===== config.mk =====
export PLATFORM = sky130hd
export DESIGN_NAME = button_conditioner
export DESIGN_NICKNAME = d
export VERILOG_FILES = /design/src/rtl/button_pkg.sv /design/src/rtl/button_channel.sv /design/src/rtl/button_conditioner.sv
export SDC_FILE = /design/constraint.sdc
export NUM_CORES = 1
export LEC_CHECK = 0
export CORE_MARGIN = 2
export CORE_UTILIZATION = 60
export CTS_CLUSTER_SIZE = 12
export DETAILED_ROUTE_END_ITERATION = 8
export PLACE_DENSITY = 0.88
export SYNTH_ARGS = -nofsm -noshare
export SYNTH_HDL_FRONTEND = slang
export SYNTH_SLANG_ARGS = --single-unit

===== constraint.sdc =====
create_clock -name clk -period 4.8 [get_ports clk]
set_input_delay 0.72 -clock clk [delete_from_list [all_inputs] [get_ports clk]]
set_output_delay 0.72 -clock clk [all_outputs]
set_load 0.05 [all_outputs]

===== src/rtl/button_pkg.sv =====
// Shared types and sizing helpers for the push-button conditioner.
package button_pkg;

    typedef enum logic [1:0] {
        IDLE     = 2'd0,
        PRESS_DB = 2'd1,
        HELD     = 2'd2,
        REL_DB   = 2'd3
    } btn_state_e;

    // Bits needed to hold values 0..max_val (never less than one bit).
    function automatic int unsigned cnt_width(input int unsigned max_val);
        return (max_val < 1) ? 1 : $clog2(max_val + 1);
    endfunction

    function automatic int unsigned max_u(input int unsigned a, input int unsigned b);
        return (a > b) ? a : b;
    endfunction

endpackage


===== src/rtl/button_channel.sv =====
// One button channel: synchroniser, debounce FSM, press/release pulses and auto-repeat.
module button_channel
    import button_pkg::*;
#(
    parameter int unsigned SYNC_STAGES     = 2,
    parameter int unsigned DEBOUNCE_CYCLES = 16,
    parameter int unsigned REPEAT_DELAY    = 64,
    parameter int unsigned REPEAT_PERIOD   = 16
) (
    input  logic clk,
    input  logic reset,
    input  logic pressed,
    input  logic repeat_en,
    output logic level,
    output logic press_pulse,
    output logic release_pulse,
    output logic press_next_c
);

    localparam int unsigned DB_W   = cnt_width(DEBOUNCE_CYCLES);
    localparam int unsigned RP_W   = cnt_width(max_u(REPEAT_DELAY, REPEAT_PERIOD));
    localparam bit          DB_ONE = (DEBOUNCE_CYCLES == 1);
    localparam logic [DB_W-1:0] DB_LAST    = DB_W'(DEBOUNCE_CYCLES - 1);
    localparam logic [RP_W-1:0] RP_FIRST   = RP_W'(REPEAT_DELAY - 1);
    localparam logic [RP_W-1:0] RP_PERIOD  = RP_W'(REPEAT_PERIOD - 1);

    logic [SYNC_STAGES-1:0] sync_q;
    logic                   sync_lvl;

    btn_state_e      state_q, state_n;
    logic [DB_W-1:0] db_q, db_n;
    logic [RP_W-1:0] rp_q, rp_n, rp_target;
    logic            first_q, first_n;
    logic            level_n, press_n, release_n;

    assign sync_lvl     = sync_q[SYNC_STAGES-1];
    assign rp_target    = first_q ? RP_PERIOD : RP_FIRST;
    assign press_next_c = press_n;

    always_ff @(posedge clk or posedge reset) begin
        if (reset) begin
            sync_q        <= '0;
            state_q       <= IDLE;
            db_q          <= '0;
            rp_q          <= '0;
            first_q       <= 1'b0;
            level         <= 1'b0;
            press_pulse   <= 1'b0;
            release_pulse <= 1'b0;
        end else begin
            sync_q        <= {sync_q[SYNC_STAGES-2:0], pressed};
            state_q       <= state_n;
            db_q          <= db_n;
            rp_q          <= rp_n;
            first_q       <= first_n;
            level         <= level_n;
            press_pulse   <= press_n;
            release_pulse <= release_n;
        end
    end

    // Counters are compared against target-1 so the accepting sample is itself counted.
    always_comb begin
        state_n   = state_q;
        db_n      = db_q;
        rp_n      = rp_q;
        first_n   = first_q;
        level_n   = level;
        press_n   = 1'b0;
        release_n = 1'b0;

        case (state_q)
            IDLE: begin
                db_n = '0;
                if (sync_lvl) begin
                    if (DB_ONE) begin
                        state_n = HELD;
                        level_n = 1'b1;
                        press_n = 1'b1;
                        rp_n    = '0;
                        first_n = 1'b0;
                    end else begin
                        state_n = PRESS_DB;
                        db_n    = DB_W'(1);
                    end
                end
            end
            PRESS_DB: begin
                if (!sync_lvl) begin
                    state_n = IDLE;
                    db_n    = '0;
                end else if (db_q >= DB_LAST) begin
                    state_n = HELD;
                    db_n    = '0;
                    level_n = 1'b1;
                    press_n = 1'b1;
                    rp_n    = '0;
                    first_n = 1'b0;
                end else begin
                    db_n = db_q + DB_W'(1);
                end
            end
            HELD: begin
                if (!sync_lvl) begin
                    if (DB_ONE) begin
                        state_n   = IDLE;
                        level_n   = 1'b0;
                        release_n = 1'b1;
                    end else begin
                        state_n = REL_DB;
                        db_n    = DB_W'(1);
                    end
                end else if (rp_q >= rp_target) begin
                    rp_n    = '0;
                    first_n = 1'b1;
                    press_n = repeat_en;
                end else begin
                    rp_n = rp_q + RP_W'(1);
                end
            end
            REL_DB: begin
                // Repeat timer keeps running but holds just short of a tick.
                if (rp_q < rp_target) begin
                    rp_n = rp_q + RP_W'(1);
                end
                if (sync_lvl) begin
                    state_n = HELD;
                    db_n    = '0;
                end else if (db_q >= DB_LAST) begin
                    state_n   = IDLE;
                    db_n      = '0;
                    level_n   = 1'b0;
                    release_n = 1'b1;
                end else begin
                    db_n = db_q + DB_W'(1);
                end
            end
            default: state_n = IDLE;
        endcase
    end

endmodule


===== src/rtl/button_conditioner.sv =====
// Multi-channel push-button front end: polarity fix, per-channel conditioning, any_press OR.
module button_conditioner
    import button_pkg::*;
#(
    parameter int unsigned N_CH            = 4,
    parameter int unsigned SYNC_STAGES     = 2,
    parameter int unsigned DEBOUNCE_CYCLES = 16,
    parameter int unsigned REPEAT_DELAY    = 64,
    parameter int unsigned REPEAT_PERIOD   = 16,
    parameter int unsigned ACTIVE_LOW      = 1
) (
    input  logic            clk,
    input  logic            reset,
    input  logic [N_CH-1:0] btn_in,
    input  logic [N_CH-1:0] repeat_en,
    output logic [N_CH-1:0] level,
    output logic [N_CH-1:0] press_pulse,
    output logic [N_CH-1:0] release_pulse,
    output logic            any_press
);

    logic [N_CH-1:0] pressed_raw;
    logic [N_CH-1:0] press_next_c;

    assign pressed_raw = (ACTIVE_LOW != 0) ? ~btn_in : btn_in;

    for (genvar i = 0; i < N_CH; i++) begin : g_ch
        button_channel #(
            .SYNC_STAGES    (SYNC_STAGES),
            .DEBOUNCE_CYCLES(DEBOUNCE_CYCLES),
            .REPEAT_DELAY   (REPEAT_DELAY),
            .REPEAT_PERIOD  (REPEAT_PERIOD)
        ) u_ch (
            .clk          (clk),
            .reset        (reset),
            .pressed      (pressed_raw[i]),
            .repeat_en    (repeat_en[i]),
            .level        (level[i]),
            .press_pulse  (press_pulse[i]),
            .release_pulse(release_pulse[i]),
            .press_next_c (press_next_c[i])
        );
    end

    // Registered from the channels' next-pulse terms so it lines up with press_pulse.
    always_ff @(posedge clk or posedge reset) begin
        if (reset) begin
            any_press <= 1'b0;
        end else begin
            any_press <= |press_next_c;
        end
    end

endmodule


==> Word-level counts from Yosys, hierarchy flattened <==
Cells that the tools add are included.
{ "word_totals": {"output_inout_bits": 13, "regBits": 81, "wordCells": 287, "in_bits": 10} }
{ "classes": {"bitwise_logic": 1, "magnitude_cmp": 12, "eq_ne": 56, "n_addsub": 8, "n_reduce_logical": 33, "muxes": 144} }
{ "ops": {"columns": ["cell", "count"], "rows": [
  ["7-bit 2-to-1 mux", 20],
  ["7-bit one-hot mux with 3 select lines", 4],
  ["5-bit 2-to-1 mux", 16],
  ["5-bit one-hot mux with 4 select lines", 4],
  ["5-bit AND reduction", 12],
  ["1-bit 2-to-1 mux", 56],
  ["2-bit by 1-bit inequality test with 1-bit output, second input constant", 28],
  ["2-bit 2-to-1 mux", 24],
  ["2-bit one-hot mux with 4 select lines", 4],
  ["7-bit by 1-bit adder with 7-bit output, second input constant", 4],
  ["7-bit greater-or-equal comparator", 4],
  ["7-bit less-than comparator", 4],
  ["6-bit 2-to-1 mux", 4],
  ["1-bit one-hot mux with 2 select lines", 12],
  ["5-bit by 1-bit adder with 5-bit output, second input constant", 4],
  ["5-bit by 4-bit greater-or-equal comparator with 1-bit output, second input constant", 4],
  ["2-bit == test, second input constant", 8],
  ["2-bit inequality test, second input constant", 8],
  ["4-bit AND reduction", 4],
  ["2-bit nonzero test", 8],
  ["3-bit by 1-bit inequality test with 1-bit output, second input constant", 4],
  ["3-bit inequality test, second input constant", 4],
  ["3-bit nonzero test", 4],
  ["2-bit by 1-bit == test with 1-bit output, second input constant", 4],
  ["other kinds (3)", 6]
]} }

==> Depth between registers and ports, before layout <==
{ "depth": {"depth_word": 6, "mapped_depth": 9, "mapped_depth_nobuf": 8} }

==> By module <==
Synthesis repeated with hierarchy kept, for this count alone.
{ "hier_totals": {"hier_cells": 512, "area_unflattened_um2": 4820.9} }
{ "by_module_without_submodules": {"columns": ["module", "cells_per_inst", "n_inst", "area_per_inst_um2", "seq_area_each_um2"], "rows": [
  ["button_channel at g_ch[0].u_ch ...", 127, 2, 1198.6, 500.5],
  ["button_channel at g_ch[2].u_ch", 129, 1, 1198.6, 500.5],
  ["button_channel at g_ch[3].u_ch", 122, 1, 1173.6, 500.5],
  ["button_conditioner", 7, 1, 51.3, 25.0]
]} }

==> Least setup slack after synthesis <==
No wires, ideal clock.
{ "synth_timing": {"kind": "reg2reg", "startpoint": "register g_ch[1].u_ch.db_q[0]", "endpoint": "register g_ch[1].u_ch.db_q[2]", "path_stages_with_launch": 9, "setup_slack_ps": 2657, "arrival_ps": 2065, "synth_period_minus_slack_ps": 2143, "path_cell_list": "dfrtp_1 ha_1 and3_1 ha_1 or2_2 nor3_1 nand2_1 o21ai_0 o2bb2ai_1"} }
{ "synth_via": {"elab_chain_len": 4, "elab_cells_between_ends": 6, "cone_classes": "add/sub: 1; order compare: 1; mux: 4"} }
{ "synth_lines": {"columns": ["element", "line", "text"], "rows": [
  ["start: declaration", "button_channel.sv:31", "logic [DB_W-1:0] db_q, db_n;"],
  ["start signal: assignment", "button_channel.sv:53", "db_q <= db_n;"],
  ["5-bit by 1-bit adder with 5-bit output / 5-bit by 4-bit greater-or-equal comparator with 1-bit output (equally long branches)", null, null],
  ["5-bit 2-to-1 mux (*)", "button_channel.sv:92, button_channel.sv:129", null],
  ["5-bit 2-to-1 mux (on tied branches)", "button_channel.sv:126, button_channel.sv:89", null],
  ["5-bit one-hot mux with 4 select lines (*)", "button_channel.sv:72", "case (state_q)"]
]} }
Every way passes the cells marked *; elsewhere a longest branch is shown, timed or not.
A chain may end at the register's enable or synchronous reset.

==> Worst setup path after layout <==
Same ends and word-level chain as after synthesis.

==> results.sh <==
export IMPL_cp_start_kind="flop"
export IMPL_fin_util=0.6705
export IMPL_critPathMaxFanout=6
export IMPL_dpl_cell_area_um2=4908
export IMPL_antenna_found_initial=0
export IMPL_area_growth_syn_to_layout_pct=9.602
export IMPL_routed_wl_um=9337
export IMPL_syn_area_um2=4678
export IMPL_yosys_area_top_type="dfrtp_1"
export IMPL_crit_type="reg2reg"
export IMPL_first_global_vias=3624
export IMPL_multiInputGateArea_um2=2394
export IMPL_tns_ns=0
export IMPL_cts_hold_buf=0
export IMPL_ys_warn_count=0
export IMPL_io_buffers=22
export IMPL_p_leak_nw=2.386
export IMPL_drtIter0Drc=264
export IMPL_r2r_setup_slack_ns=2.39
export IMPL_ctsResizeCount=0
export IMPL_drc=0
export IMPL_synthArstFlopShare=1.000
export IMPL_drv_slew=0
export IMPL_power_mw=2.724
export IMPL_worst_pin_slew_ns=1.023
export IMPL_status="finished, final reports clean"
export IMPL_rows=32
export IMPL_chipHeight_um=92.30
export IMPL_syn_instance_count=492
export IMPL_cts_sinks=81
export IMPL_wl_per_cell_um=15.23
export IMPL_hold_depth=0
export IMPL_synth_top_area_frac=0.4333
export IMPL_finalSetupViolations=0
export IMPL_critical_path_endpoint_type="flop"
export IMPL_instances_no_fill=613
export IMPL_ys_top_cells_by_area="dfrtp_1 43%, ha_1 9.6%, nand2_1 4.5%"
export IMPL_synth_most_common_cell="dfrtp_1"
export IMPL_register_area_um2=2027
export IMPL_cts_tree="built"
export IMPL_cts_buffers=9
export IMPL_coreArea_um2=7647
export IMPL_grt_start_max_net_pins=61
export IMPL_max_clock_path_buffers=2
export IMPL_grt_pass1_wl_um=16030
export IMPL_grt_ovfl_total=0
export IMPL_dp_cells=597
export IMPL_nets=552
export IMPL_reg2reg_from="g_ch[1].u_ch.db_q[0]"
export IMPL_hold_start="g_ch[0].u_ch.sync_q[0]"
export IMPL_die_area_um2=8519
export IMPL_syn_num_nets=538
export IMPL_io_pins=23
export IMPL_stdcell_area_um2=5127
export IMPL_ys_seq_area_frac=0.4333
export IMPL_powerDensity_nw_per_um2=531.3
export IMPL_reg2reg_to="g_ch[1].u_ch.db_q[2]"
export IMPL_final_hold_viol_count=0
export IMPL_syn_avg_cell_area_um2=9.509
export IMPL_worstSkewPairLatency_ns=0.35
export IMPL_dr_pass1_iters=4
export IMPL_ys_flop_type="dfrtp_1"
export IMPL_chipWidth_um=92.30
export IMPL_via_per_inst=6.103
export IMPL_netlist_top_cells_count="81 x dfrtp_1, 56 x nand2_1, 38 x o21ai_0"
export IMPL_cts_root_buf="clkbuf_8"
export IMPL_r2r_cells=8
export IMPL_htree_num_levels=3
export IMPL_cts_setup_buffers=0
export IMPL_start_util=0.6117
export IMPL_min_period_ns=2.410
export IMPL_drv_cap=0
export IMPL_antennaDiodeCount=0
export IMPL_nFillCells=570
export IMPL_dp_hpwl_um=6676
export IMPL_gp_congestion=0.8811
export IMPL_vdd_drop_max_uv=291.6
export IMPL_vias=3741
export IMPL_crit_arrival_ns=2.68
export IMPL_finalCritPeriodShare=0.5020
export IMPL_synth_distinct_cells=64
export IMPL_slew_headroom=0.3172
export IMPL_clock_skew_final_ns=0.006573
export IMPL_drive_gt1_frac=0.06067
export IMPL_hold_end="g_ch[0].u_ch.sync_q[1]"
export IMPL_cp_required_ns=5.07
export IMPL_rsz0062_at_grt="no"
export IMPL_clk_pin_slew_ns=0.08
export IMPL_hold_class="reg2reg"
export IMPL_synth_edff_count=0
export IMPL_drt_antenna_violating_nets=0
export IMPL_clock_fmax_ghz=0.4150
export IMPL_ys_seq_elements=81
export IMPL_track_usage=0.2321
[placed cells by master (no fill, tap or decap), types with 5 or more instances in the layout]
cell type and n:
clkdlybuf4s50_1 22, nand2b_1 6, a21oi_1 18, nand3b_1 7, and2_1 7, and3_1 12, nor2b_1 5, a31oi_1 10
inv_1 34, nand2_1 56, a211oi_1 6, nand3_1 16, dfrtp_1 81, o2bb2ai_1 6, o31ai_1 8, clkbuf_8 9
a2bb2oi_1 5, nor2_1 32, o21ai_0 38, nand4_1 9, ha_1 36, a41oi_1 6
[logic make-up after synthesis]
logic type | share of synthesized area
buffers and inverters | 0.05510
adder cells (fa/ha/maj) | 0.09628
XOR/XNOR | 0.007488
flip-flops | 0.4333
multiplexers | 0.01150
AND/OR/NAND/NOR | 0.1848
AO/OA/AOI/OAI | 0.2116
[critical path: stages, from the launching register on]
cell and delay (ns):
dfrtp_1 0.43, ha_1 0.24, and3_1 0.19, ha_1 0.18, or2_2 0.28, nor3_1 0.46, nand2_1 0.22, o21ai_0 0.20
o2bb2ai_1 0.14
[flip-flops by register name, summed over array words and instances (netlist names), named ones only]
signal,cells
g_ch.u_ch.state_q,4
g_ch.u_ch.level,4
g_ch.u_ch.db_q,20
g_ch.u_ch.release_pulse,4
g_ch.u_ch.first_q,4
any_press,1
g_ch.u_ch.press_pulse,4
g_ch.u_ch.rp_q,28
g_ch.u_ch.sync_q,8
[metal layers]
layer | GRT usage | vias up | part of all wire
met1 | 0.2995 | 1834 | 0.45
li1 | - | 1818 | -
met4 | 0.09453 | 0 | 0.017
met3 | 0.03255 | 16 | 0.028
met2 | 0.3948 | 73 | 0.50
met5 | 0 | - | 0
[worst max path at each step]
stage	start	endpoint	slack [ns]	cells past startpoint
5_1_grt	g_ch[1].u_ch.db_q[0]	g_ch[1].u_ch.db_q[2]	2.20	8
3_5_place_dp	g_ch[1].u_ch.db_q[0]	g_ch[1].u_ch.db_q[2]	2.45	8
2_1_floorplan	reset	async pin	2.00	1
3_3_place_gp	g_ch[1].u_ch.db_q[0]	g_ch[1].u_ch.db_q[2]	2.54	8
6_report	g_ch[1].u_ch.db_q[0]	g_ch[1].u_ch.db_q[2]	2.39	8
4_1_cts	g_ch[1].u_ch.db_q[0]	g_ch[1].u_ch.db_q[2]	2.41	8
[where the power goes]
group | internal [mW] | total, mW | switching, mW
registers | 0.816 | 0.974 | 0.157
clock network | 0.295 | 0.544 | 0.249
logic | 0.471 | 1.21 | 0.735
[cell type report]
cell class | count | area share
Multi-Input combinational cell | 356 | 0.4668
Sequential cell | 81 | 0.3953
Timing Repair Buffer | 23 | 0.04441
Inverter | 35 | 0.02587
Clock buffer | 10 | 0.02489
Tap cell | 102 | 0.02489
Clock inverter | 6 | 0.01781
[per-stage QoR]
| step | hold WS [ns] | worst slack, ns |
|---|---|---|
| detailed placement | 0.3379 | 2.450 |
| global route | 0.3574 | 2.205 |
| floorplan | 0.3312 | 2.000 |
| CTS | 0.3564 | 2.410 |
| finish | 0.3536 | 2.390 |
| global placement | 0.3335 | 2.538 |
No activity file was read; power rests on OpenSTA's default activity.
